## src/rtl/instr_fetch_unit.sv

```systemverilog
// Instruction fetch stage: owns the PC, fetches words over a req/rdy handshake,
// holds each instruction until acknowledged, applies redirects and flags memory timeouts.
module instr_fetch_unit #(
  parameter logic [31:0] RESET_PC = 32'h0000_0000,
  parameter int          TIMEOUT  = 16,
  parameter int          CNT_W    = 32
) (
  input  logic             clk,
  input  logic             rst_n,
  output logic             imem_req,
  output logic [31:0]      imem_addr,
  input  logic             imem_rdy,
  input  logic [31:0]      imem_rdata,
  output logic [31:0]      inst,
  output logic             inst_valid,
  output logic [31:0]      pc,
  output logic [31:0]      pc_plus4,
  input  logic             inst_ack,
  input  logic             redirect_en,
  input  logic [31:0]      redirect_pc,
  output logic             fetch_err,
  output logic [CNT_W-1:0] fetch_cnt
);

  // Wait counter only ever reaches TIMEOUT-1, so clog2(TIMEOUT) bits suffice.
  localparam int                WAIT_W    = (TIMEOUT > 1) ? $clog2(TIMEOUT) : 1;
  localparam logic [WAIT_W-1:0] WAIT_LAST = WAIT_W'(TIMEOUT - 1);

  localparam logic [1:0] S_REQ  = 2'd0;
  localparam logic [1:0] S_HOLD = 2'd1;
  localparam logic [1:0] S_ERR  = 2'd2;

  logic [1:0]        state_q, state_d;
  logic [31:0]       pc_q, pc_d;
  logic [31:0]       inst_q, inst_d;
  logic              inst_valid_q, inst_valid_d;
  logic              err_q, err_d;
  logic [CNT_W-1:0]  cnt_q, cnt_d;
  logic [WAIT_W-1:0] wait_q, wait_d;
  logic [31:0]       pc_inc;

  assign pc_inc = pc_q + 32'd4;

  always_comb begin
    state_d      = state_q;
    pc_d         = pc_q;
    inst_d       = inst_q;
    inst_valid_d = inst_valid_q;
    err_d        = err_q;
    cnt_d        = cnt_q;
    wait_d       = wait_q;
    case (state_q)
      S_REQ: begin
        // A response arriving on the timeout cycle still counts as a normal fetch.
        if (imem_rdy) begin
          inst_d       = imem_rdata;
          inst_valid_d = 1'b1;
          wait_d       = '0;
          state_d      = S_HOLD;
        end else if (wait_q == WAIT_LAST) begin
          err_d   = 1'b1;
          state_d = S_ERR;
        end else begin
          wait_d = wait_q + WAIT_W'(1);
        end
      end
      S_HOLD: begin
        if (inst_ack) begin
          inst_valid_d = 1'b0;
          cnt_d        = cnt_q + CNT_W'(1);
          pc_d         = redirect_en ? (redirect_pc & 32'hFFFF_FFFC) : pc_inc;
          state_d      = S_REQ;
        end
      end
      S_ERR: begin
        inst_valid_d = 1'b0;
        err_d        = 1'b1;
      end
      default: begin
        state_d = S_ERR;
        err_d   = 1'b1;
      end
    endcase
  end

  always_ff @(posedge clk) begin
    if (!rst_n) begin
      state_q      <= S_REQ;
      pc_q         <= RESET_PC;
      inst_q       <= '0;
      inst_valid_q <= 1'b0;
      err_q        <= 1'b0;
      cnt_q        <= '0;
      wait_q       <= '0;
    end else begin
      state_q      <= state_d;
      pc_q         <= pc_d;
      inst_q       <= inst_d;
      inst_valid_q <= inst_valid_d;
      err_q        <= err_d;
      cnt_q        <= cnt_d;
      wait_q       <= wait_d;
    end
  end

  assign imem_req   = (state_q == S_REQ);
  assign imem_addr  = pc_q;
  assign inst       = inst_q;
  assign inst_valid = inst_valid_q;
  assign pc         = pc_q;
  assign pc_plus4   = pc_inc;
  assign fetch_err  = err_q;
  assign fetch_cnt  = cnt_q;

endmodule

```

## config.mk

```make
export PLATFORM = sky130hd
export DESIGN_NAME = instr_fetch_unit
export DESIGN_NICKNAME = d
export VERILOG_FILES = /design/src/rtl/instr_fetch_unit.sv
export SDC_FILE = /design/constraint.sdc
export NUM_CORES = 1
export LEC_CHECK = 0
export BUFFER_PORTS_ARGS = -buffer_cell sky130_fd_sc_hd__buf_2
export CORE_MARGIN = 5
export CORE_UTILIZATION = 48
export DETAILED_ROUTE_END_ITERATION = 16
export PLACE_DENSITY = 0.86
export SYNTH_ARGS = -nofsm -noshare
export SYNTH_HDL_FRONTEND = slang
export SYNTH_SLANG_ARGS = --single-unit
export TNS_END_PERCENT = 5
```

## constraint.sdc

```tcl
create_clock -name clk -period 2.9 [get_ports clk]
set_input_delay 0 -clock clk [delete_from_list [all_inputs] [get_ports clk]]
set_output_delay 0 -clock clk [all_outputs]
set_load 0.01 [all_outputs]
```

==> flow_metrics.tcl <==
set metrics [dict create \
    ys.flop_type "dfxtp_1" \
    cp.arrival_ns 2.44 \
    vdd_drop_max_uv 296.9 \
    synthTopCellsByArea "dfxtp_1, nand2_1, xor2_1, a21oi_1, buf_4" \
    grt_pass1_vias 5171 \
    die_area_sq_um 13370 \
    wirelength_mm 16.05 \
    setup-tns-final_ns 0 \
    fmax_ghz 0.4103 \
    crit_path_end_kind "output port" \
    yosysWarnings 0 \
    vias_per_cell 5.353 \
    start_kind "flip-flop" \
    dpl.hpwl_mm 11.01 \
    crit_required_ns 2.90 \
    fin_crit_sh_pct 84.05 \
    firstDrtPassIters 7 \
    leakagePower_nw 3.291 \
    ys_types 50 \
    drive_above_1_share_pct 29.13 \
    grt_antenna_before_repair 1 \
    num_io_pins 232 \
    path_clk_slew_ns 0.10 \
    floorplan.initialDensity_pct 49.20 \
    cts_tree "done" \
    ant_nets 0 \
    finalHoldViolations 0 \
    fillers 926 \
    cts_sinks 102 \
    syn_area_sq_um 5356 \
    rsz0062_at_grt "false" \
    r2r-end "imem_addr[30]" \
    cts_root_buffer "clkbuf_8" \
    cap_violations 0 \
    placed_area_sq_um 6312 \
    h-tree-depth 3 \
    io_buffer_count 223 \
    reg2reg_depth 7 \
    slew_violations 0 \
    synth_edf_count 0 \
    synth_top_cells_by_count "nand2_1, dfxtp_1, nor2_1" \
    async_flop_share_pct 0 \
    endpoint "pc_plus4[18]" \
    postLayoutSetupSlackWorst_ns 0.4626 \
    worst_hold_path_type "primary input to flip-flop" \
    cts_resized 0 \
    crit_type "flip-flop to output port" \
    drt_iter0_drc 577 \
    synth_xor_area_share_pct 9.974 \
    grt_first_pass_wirelength_mm 25.33 \
    setup_viol 0 \
    ys_ff_latch 102 \
    synth_compound_area_share_pct 13.85 \
    globalplace.congestion 0.8440 \
    core_area_sq_um 10890 \
    numCtsBuffers 9 \
    clock-skew-final_ns 0.009749 \
    postSynthCellCount 675 \
    yosysMostFrequentCell "nand2_1" \
    rows 38 \
    drc_errors 0 \
    pwr_density_cell_nw_per_um2 529.6 \
    synth_simple_gate_area_share_pct 26.23 \
    area_delta_synth_final_pct 30.53 \
    grt_max_degree 54 \
    ys_seq_area_share_pct 38.12 \
    yosys.area.top_type "dfxtp_1" \
    place_ws_ns 0.5802 \
    postCtsSetupBuffers 0 \
    r2r_setup_slack_ns 0.55 \
    grt_overflow 0 \
    crit_fanout 8 \
    wl_per_cell_um 15.36 \
    clk_latency_ns 0.35 \
    die_h_um 115.6 \
    track_usage_pct 22.96 \
    status "finished, final reports clean" \
    fin_crit_ns 2.437 \
    worstMarginPinSlew_ns 0.6406 \
    fin_area_sq_um 6992 \
    synth-adder-area-share_pct 1.635 \
    synth_top_family_by_area "simple AND/OR/NAND/NOR gates" \
    fin_nets 974 \
    total_power_mw 3.703 \
    synthMuxAreaShare_pct 0.7475 \
    vias 5594 \
    die_w_um 115.6 \
    relSlewSlack_pct 56.90 \
    cts_buffer_depth 2 \
    synth_top_area_share_pct 38.12 \
    r2r_start "imem_addr[2]" \
    avgSynthCellArea_sq_um 7.935 \
    startpoint "imem_addr[2]" \
]
==> layout by cell type, fill, tap and decap left out, types with 12 or more instances in the layout <==
| cell type | Yosys | routed |
|---|---|---|
| dfxtp_1 | 102 | 102 |
| nand2_1 | 109 | 109 |
| and3_1 | 13 | 13 |
| xnor2_1 | 25 | 25 |
| o21ai_0 | 21 | 21 |
| nor3_1 | 13 | 13 |
| a21oi_1 | 56 | 56 |
| nand3_1 | 32 | 32 |
| nand4_1 | 23 | 23 |
| buf_4 | 36 | 12 |
| dlygate4sd3_1 | 0 | 50 |
| nor2_1 | 62 | 62 |
| xor2_1 | 36 | 36 |
| buf_2 | 2 | 223 |
==> through the flow <==
stage | instances | hold slack [ns] | util (%)
3_5_place_dp | 977 | 0.2462 | 57.98
5_1_grt | 1044 | 0.03236 | 64.19
3_3_place_gp | 977 | 0.2406 | 57.98
6_report | 1045 | 0.03295 | 64.22
4_1_cts | 1043 | 0.002073 | 64.17
2_1_floorplan | 680 | 0.1360 | -
==> area by class of cell <==
cell class                      count  area, sq um  share of cell area, %
Tap cell                          140        175.2                  2.505
Timing Repair Buffer              286         1727                  24.70
Clock inverter                      5        42.54                 0.6084
Multi-Input combinational cell    489         2831                  40.50
Clock buffer                       11        131.4                  1.879
Antenna cell                        2        5.005                0.07158
Sequential cell                   102         2042                  29.21
Inverter                           10        37.54                 0.5369
==> per-layer routing <==
metal  part of all wire, %  vias up  GRT usage, %
met2                    49      262         39.89
li1                      -     2734             -
met4                   2.1        0         7.038
met5                     0        -             0
met3                   9.0       30         5.587
met1                    40     2568         28.19
==> sequential cells by signal, summed over array words and instances, names as in the netlist <==
signal	cells
imem_addr	30
inst	32
inst_valid	1
state_q	2
wait_q	4
fetch_cnt	32
fetch_err	1
==> worst min-delay path by stage <==
stage	slack (ns)	from	to	cells past startpoint
finish	0.03	redirect_pc[18]	imem_addr[18]	4
global route	0.03	redirect_pc[8]	imem_addr[8]	4
global placement	0.24	imem_rdata[10]	inst[10]	3
floorplan	0.14	imem_rdata[0]	inst[0]	2
detailed placement	0.25	imem_rdata[13]	inst[13]	3
CTS	0.002	redirect_pc[18]	imem_addr[18]	4
==> what timing repair did <==
action                                  CTS  global route
endpoints found under the setup margin    0             0
endpoints found under the hold margin    50             0
hold buffers                             50             0
==> worst max-delay path: stages (launching register included) <==
cell     delay [ns]
dfxtp_1        0.48
ha_1           0.28
nand3_1        0.31
nor4_1         0.54
nand2_1        0.16
xnor2_1        0.17
buf_2          0.15
==> where the power goes <==
part / switching, mW / internal [mW] / leakage, nW
combinational: 0.711 / 0.477 / 2.38
clock: 0.498 / 0.323 / 0.0781
sequential: 0.142 / 1.55 / 0.829
total: 1.35 / 2.35 / 3.29
==> cells by family after synthesis <==
group | after synthesis
simple gates | 290
buf+inv | 89
flops | 102
mux | 4
fa+ha+maj | 7
other cells | 1
compound gates | 121
xor+xnor | 61
(Power assumes the default switching activity.)
